### src/rtl/hazard_stall_ctrl.sv
// ID-stage stall/flush controller for the 5-stage MIPS pipeline.
// Resolves load-use and ID-branch operand hazards that forwarding cannot cover.
module hazard_stall_ctrl #(
    parameter int CNT_W = 32,
    parameter int FL_W  = 16
) (
    input  logic             clk,
    input  logic             rst_n,
    input  logic [31:0]      id_instru,
    input  logic [31:0]      ex_instru,
    input  logic [31:0]      mem_instru,
    input  logic             c_ex_RegWrite,
    input  logic             c_ex_MemRead,
    input  logic             c_mem_MemRead,
    input  logic             c_branch_taken,
    input  logic             c_mem_busy,
    output logic             c_pc_write,
    output logic             c_if_id_write,
    output logic             c_id_ex_bubble,
    output logic             c_if_id_flush,
    output logic             c_freeze,
    output logic [CNT_W-1:0] stall_cycles,
    output logic [FL_W-1:0]  flush_count
);

    localparam logic [0:0] IDLE = 1'b0;
    localparam logic [0:0] S1   = 1'b1;

    logic [0:0] state;
    logic [0:0] state_nx;

    logic [5:0] id_op;
    logic [4:0] id_rs;
    logic [4:0] id_rt;
    logic [4:0] ex_w;
    logic [4:0] mem_w;
    logic       id_br;
    logic       id_use_rt;
    logic       ex_hit_any;
    logic       ex_hit_br;
    logic       mem_hit_br;
    logic       need2;
    logic       need1;
    logic       stall;
    logic       unused_bits;

    assign id_op = id_instru[31:26];
    assign id_rs = id_instru[25:21];
    assign id_rt = id_instru[20:16];

    assign ex_w  = (ex_instru[31:26] == 6'h00) ?
                   ex_instru[15:11] : ex_instru[20:16];
    assign mem_w = (mem_instru[31:26] == 6'h00) ?
                   mem_instru[15:11] : mem_instru[20:16];

    assign id_br     = (id_op == 6'h04) || (id_op == 6'h05);
    assign id_use_rt = (id_op == 6'h00) || id_br || (id_op == 6'h2B);

    // $zero is hardwired, so a write to it never creates a dependence
    assign ex_hit_br  = (ex_w != 5'd0) &&
                        ((ex_w == id_rs) || (ex_w == id_rt));
    assign ex_hit_any = (ex_w != 5'd0) &&
                        ((ex_w == id_rs) ||
                         (id_use_rt && (ex_w == id_rt)));
    assign mem_hit_br = (mem_w != 5'd0) &&
                        ((mem_w == id_rs) || (mem_w == id_rt));

    assign need2 = id_br && c_ex_MemRead && ex_hit_br;
    assign need1 = (c_ex_MemRead && ex_hit_any) ||
                   (id_br && c_ex_RegWrite &&
                    !c_ex_MemRead && ex_hit_br) ||
                   (id_br && c_mem_MemRead && mem_hit_br);

    assign stall = (state == S1) || need2 || need1;

    always_comb begin
        c_freeze       = 1'b0;
        c_pc_write     = 1'b1;
        c_if_id_write  = 1'b1;
        c_id_ex_bubble = 1'b0;
        c_if_id_flush  = 1'b0;
        if (c_mem_busy) begin
            c_freeze      = 1'b1;
            c_pc_write    = 1'b0;
            c_if_id_write = 1'b0;
        end else if (stall) begin
            c_pc_write     = 1'b0;
            c_if_id_write  = 1'b0;
            c_id_ex_bubble = 1'b1;
        end else begin
            c_if_id_flush = c_branch_taken;
        end
    end

    always_comb begin
        state_nx = state;
        if (!c_mem_busy) begin
            if (state == S1) state_nx = IDLE;
            else if (need2)  state_nx = S1;
            else             state_nx = IDLE;
        end
    end

    always_ff @(posedge clk or negedge rst_n) begin
        if (!rst_n) begin
            state        <= IDLE;
            stall_cycles <= '0;
            flush_count  <= '0;
        end else begin
            state <= state_nx;
            if (!c_mem_busy && stall)
                stall_cycles <= stall_cycles + CNT_W'(1);
            if (c_if_id_flush)
                flush_count <= flush_count + FL_W'(1);
        end
    end

    assign unused_bits = ^{id_instru[15:0],
                           ex_instru[25:21], ex_instru[10:0],
                           mem_instru[25:21], mem_instru[10:0]};

endmodule

### config.mk
export PLATFORM = sky130hd
export DESIGN_NAME = hazard_stall_ctrl
export DESIGN_NICKNAME = d
export VERILOG_FILES = /design/src/rtl/hazard_stall_ctrl.sv
export SDC_FILE = /design/constraint.sdc
export NUM_CORES = 1
export LEC_CHECK = 0
export CAP_MARGIN = 10
export CORE_AREA = 8 8 83 159
export CTS_CLUSTER_SIZE = 16
export DETAILED_ROUTE_END_ITERATION = 12
export DIE_AREA = 0 0 91 167
export SYNTH_ARGS = -nofsm -noshare
export SYNTH_HDL_FRONTEND = slang
export SYNTH_SLANG_ARGS = --single-unit
### constraint.sdc
create_clock -name clk -period 7.95 [get_ports clk]
set_input_delay 0.795 -clock clk [delete_from_list [all_inputs] [get_ports clk]]
set_output_delay 0.795 -clock clk [all_outputs]
set_load 0.01 [all_outputs]
Word-level counts from Yosys, hierarchy flattened
Cells that the tools add are included.
{"block": "word_totals", "register_bits": 49, "inputBits": 103, "out_inout_bits": 53, "word_cells": 53}
{"block": "classes", "addsub": 2, "n_eq_ne": 7, "muxes": 11, "n_reduce_logical": 30}
{"op": "adder 32 x 1 -> 32 bit, second input constant", "count": 1}
{"op": "equality test 5 bit", "count": 4}
{"op": "logical NOT 6 bit", "count": 3}
{"op": "adder 16 x 1 -> 16 bit, second input constant", "count": 1}
{"op": "logical AND 1 bit", "count": 13}
{"op": "equality test 6 x 3 -> 1 bit, second input constant", "count": 2}
{"op": "logical OR 1 bit", "count": 10}
{"op": "2-to-1 mux 5 bit", "count": 2}
{"op": "nonzero test 5 bit", "count": 2}
{"op": "2-to-1 mux 1 bit", "count": 9}
{"op": "equality test 6 bit, second input constant", "count": 1}
{"op": "logical NOT 1 bit", "count": 2}

Longest topological paths before layout
{"block": "depth", "word_depth": 13, "mapped_depth": 10, "depth_no_buf": 9}

Worst setup path after synthesis
OpenSTA, ideal clock, no wires.
{"block": "synth_timing", "kind": "in2out", "from": "input ex_instru[29]", "to": "output c_if_id_flush", "arrival_time_ns": 2.998, "required_ns": 7.155, "path_slack_ns": 4.157, "path_stages": 8, "path_buffers": 0, "cell_sequence": "or4_1 nor2_1 o21ai_0 o2111ai_1 o22ai_1 a211o_2 a21oi_2 and2_1"}
{"block": "synth_via", "elab_chain_cells": 12, "elab_cells_between_ends": 19, "cone_classes": "eq/ne (2); mux (3); reduce/logical (14)"}
{"item": "start, declared", "line_no": "10", "rtl": "input logic [31:0] ex_instru,"}
{"item": "logical NOT 6 bit *", "line_no": "51", "rtl": "assign ex_w = (ex_instru[31:26] == 6'h00) ?"}
{"item": "2-to-1 mux 5 bit *", "line_no": "51"}
{"item": "equality test 5 bit", "line_no": "61, 64"}
{"item": "logical AND 1 bit", "line_no": "64", "rtl": "(id_use_rt && (ex_w == id_rt)));"}
{"item": "logical OR 1 bit", "line_no": "63", "rtl": "((ex_w == id_rs) ||"}
{"item": "logical AND 1 bit", "line_no": "62", "rtl": "assign ex_hit_any = (ex_w != 5'd0) &&"}
{"item": "logical AND 1 bit", "line_no": "69", "rtl": "assign need1 = (c_ex_MemRead && ex_hit_any) ||"}
{"item": "logical OR 1 bit", "line_no": "69"}
{"item": "logical OR 1 bit", "line_no": "71", "rtl": "!c_ex_MemRead && ex_hit_br) ||"}
{"item": "logical OR 1 bit *", "line_no": "74", "rtl": "assign stall = (state == S1) || need2 || need1;"}
{"item": "2-to-1 mux 1 bit *", "line_no": "86", "rtl": "end else if (stall) begin"}
{"item": "2-to-1 mux 1 bit *", "line_no": "82", "rtl": "if (c_mem_busy) begin"}
{"item": "end, declared", "line_no": "20", "rtl": "output logic c_if_id_flush,"}
Every way passes the cells marked *; elsewhere a longest branch is shown, timed or not.

Worst setup path after layout
{"block": "layout_timing", "from": "input ex_instru[27]", "to": "output c_id_ex_bubble"}
{"block": "layout_via", "elab_chain_cells": 12, "elab_cells_between_ends": 19, "cone_classes": "eq/ne (2); mux (3); reduce/logical (14)"}
{"item": "logical NOT 6 bit *", "line_no": "51"}
{"item": "2-to-1 mux 5 bit *", "line_no": "51"}
{"item": "equality test 5 bit", "line_no": "61, 64"}
{"item": "logical AND 1 bit", "line_no": "64"}
{"item": "logical OR 1 bit", "line_no": "63"}
{"item": "logical AND 1 bit", "line_no": "62"}
{"item": "logical AND 1 bit", "line_no": "69"}
{"item": "logical OR 1 bit", "line_no": "69"}
{"item": "logical OR 1 bit", "line_no": "71"}
{"item": "logical OR 1 bit *", "line_no": "74"}
{"item": "2-to-1 mux 1 bit *", "line_no": "86"}
{"item": "2-to-1 mux 1 bit *", "line_no": "82"}
{"item": "end, declared", "line_no": "19", "rtl": "output logic c_id_ex_bubble,"}
Marked as above.

==> metrics.csv <==
stage,metric,value,unit
outcome,status,"finished, final reports clean",
floorplan,Site Rows,55,
floorplan,Die W,91,microns
logic_synthesis,number of synthesized flops with an enable pin,0,
logic_synthesis,Most used DFF post-synth,dfrtp_1,
logic_synthesis,Synth Area in Compound Gates,9.92,%
power,PwrDens,138,mW/mm^2
detailed_routing,number of vias per cell,5.10,
logic_synthesis,Cells after Synth,334,
placement,pre-CTS setup slack,2.64,ns
sta,max_slew headroom,30.8,%
logic_synthesis,multiplexer share of the synthesized area,1.97,%
global_route,vias in the first global route,3038,
floorplan,Die Area,0.0152,sq mm
global_route,GRT Total Usage,12.1,%
placement,port bufs,107,
sta,highest clock rate,189,MHz
logic_synthesis,simple-gate share of the synthesized area,32.5,%
detailed_routing,DR vias,2957,
setup_path,kind of critical path,input port to output pin,
sta,# setup viols final,0,
logic_synthesis,Seq cells post-synth,49,
sta,Final min period,5.30,ns
power,switching power,165,uW
detailed_routing,drt initial violations,130,
power,clock network fraction of total power,32.9,%
power,Seq pwr share,45.0,%
logic_synthesis,"Seq/Total Area, Yosys",37.8,%
cts,worst-skew pair later-pin latency,0.28,ns
power,maximum vdd drop,0.0000996,V
detailed_routing,Avg WL per Cell,15.8,microns
hold_path,Hold Path Stages,1,
cts,H-tree Lvls,2,
global_route,largest net degree at the start of global routing,50,
logic_synthesis,post-synthesis instance area,0.00324,sq mm
detailed_routing,drt drc,0,
setup_path,Worst Setup End Kind,output pin,
finish,Non-Filler Instances,580,
detailed_routing,final wirelength,9150,microns
logic_synthesis,largest family of logic cells by synthesized area,simple AND/OR/NAND/NOR gates,
logic_synthesis,Yosys Warn Count,0,
cts,Hold Buf Count CTS,0,
logic_synthesis,post-synthesis xor/xnor area fraction,14.2,%
logic_synthesis,Netlist cell types,62,
logic_synthesis,async set-reset flop share out of synthesis,100,%
finish,share of cells above drive strength 1,10.5,%
power,P_int,466,uW
setup_path,startpoint class of the critical path,input port,
placement,# placed instances,573,
cts,Clock Tree Buf Depth,2,
cts,Clock transition at path regs,0.06,ns
logic_synthesis,Yosys top cell by area,dfrtp_1,
logic_synthesis,most common cell in the netlist,dfrtp_1,
sta,Max Slew Vio Count,0,
sta,Layout Skew,0.00555,ns
finish,n_diodes,0,
cts,CTS tree,yes,
floorplan,Starting Density,29.1,%
logic_synthesis,post-synth top area share,37.8,%
floorplan,IO Count,156,
detailed_routing,ANT nets after route,0,
floorplan,Die H,167,microns
global_route,antenna violations before repair,0,
global_route,first-pass GRT wire length,15500,microns
setup_path,"Max FO, Critical Path",37,
sta,RSZ-0062 raised after global routing,no,
logic_synthesis,most common library cells after synthesis,"49 x dfrtp_1, 31 x xor2_1, 27 x nand3_1",
logic_synthesis,Syn Area/Cell,9.71,sq um
cts,postcts setup bufs,0,
logic_synthesis,Synth area leaders,"dfrtp_1 38%, xor2_1 8.4%, nor4_2 5.4%, xnor2_1 4.9%, nand3_1 4.2%",
sta,setup ws final,2.65,ns
sta,Tightest Pin Transition,1.03,ns
hold_path,worst min path class,flop to flop,
detailed_routing,total iterations of the first detailed-routing run,4,
cts,CTS Buf Count,5,
logic_synthesis,syn nets,439,
logic_synthesis,Adder-Cell Fraction of Synth Area,0.772,%
sta,period utilization,66.6,%
finish,Layout area overhead,41.3,%
setup_path,Reg2Reg Depth,7,
cts,clk sinks,49,
power,share of total power in combinational logic,22.1,%
cts,Root Buffer,clkbuf_16,
finish,Final #Nets,543,
floorplan,Core ar.,0.0111,sq mm
sta,Fin. Hold Viols,0,
setup_path,CP Data Required Time,7.15,ns
placement,gp weighted congestion,0.814,
placement,Final HPWL DP,7030,microns
global_route,"Remaining Overflow, GRT",0,
setup_path,Worst Path Arrival,4.50,ns
cts,CTS resizes,0,
power,Net Sw Frac,26.2,%
flow_run,Max-cap violations,0,
sta,setup TNS after final layout,0,ns
power,leak pwr,1.90,nW
==> through the flow <==
stage               total power, mW  util, %  cell area, sq um  hold WS (ns)
floorplan                     0.341        -              3240         0.499
global placement              0.427     39.8              4440         0.464
detailed placement            0.429     39.8              4440         0.464
CTS                           0.640     41.1              4580         0.485
global route                  0.667     41.1              4580         0.502
finish                        0.631     41.1              4580         0.482
==> power groups by stage <==
stage	Sequential, mW	Clock [mW]	Combinational [mW]
after floorplan	0.292	0	0.0495
after detailed placement	0.288	0	0.140
after global placement	0.287	0	0.140
after CTS	0.284	0.215	0.141
after global routing	0.288	0.225	0.154
final	0.284	0.207	0.140
==> routing by layer <==
layer	vias up	routed length (microns)	track usage, %
met5	-	0	0
met4	0	148	3.16
met3	12	568	3.51
met2	97	3980	18.4
met1	1399	4450	16.3
li1	1449	-	-
==> path summary, 6_finish.rpt <==
| path | slack [ns] | from | to |
|---|---|---|---|
| worst max-delay path | 2.65 | ex_instru[27] | c_id_ex_bubble |
| worst min-delay path | 0.48 | flush_count[15] | flush_count[15] |
| worst max register to register | 5.45 | stall_cycles[0] | stall_cycles[28] |
| worst min register to register | 0.48 | flush_count[15] | flush_count[15] |
| max in group asynchronous | 6.90 | rst_n | flush_count[6] |
| min in group asynchronous | 0.62 | rst_n | stall_cycles[27] |
==> placed cells by master, fill, tap and decap left out, types with 5 or more instances in the layout <==
master / Yosys / routed
nor3_1: 12 / 12
a21oi_1: 5 / 5
nor4_2: 14 / 14
clkdlybuf4s50_1: 0 / 106
nand4_1: 12 / 12
nor2_1: 14 / 14
inv_1: 8 / 8
clkbuf_16: 0 / 5
or4_1: 6 / 6
nand3_1: 27 / 27
xor2_1: 31 / 31
xnor2_1: 18 / 18
nor4_1: 7 / 7
or2_2: 6 / 6
and3_1: 13 / 13
nand2_1: 19 / 19
nand2b_1: 7 / 7
dfrtp_1: 49 / 49
==> cell type report <==
type | count | area, sq um
Clock buffer | 7 | 143
Timing Repair Buffer | 109 | 1080
Fill cell | 1128 | 6570
Multi-Input combinational cell | 265 | 1930
Inverter | 8 | 30.0
Tap cell | 142 | 178
Sequential cell | 49 | 1230
==> flip-flops by register name (all words and copies together) (netlist names) <==
register / count
flush_count: 16
state: 1
stall_cycles: 32
==> kinds of logic after synthesis <==
family,after synthesis
multiplexers,6
XOR/XNOR,51
adder cells (fa/ha/maj),2
AND/OR/NAND/NOR,164
buffers and inverters,20
flip-flops,49
AO/OA/AOI/OAI,42
==> worst max-delay path: stages <==
cell             delay, ns
clkdlybuf4s50_1       0.49
nor4_4                0.54
nand3_1               0.22
and3_1                0.22
or4_1                 0.54
o22ai_1               0.27
a211o_2               0.23
nand2_4               0.27
nor2_1                0.31
clkdlybuf4s50_1       0.59
Note: power is estimated with default switching activity, not from simulation.
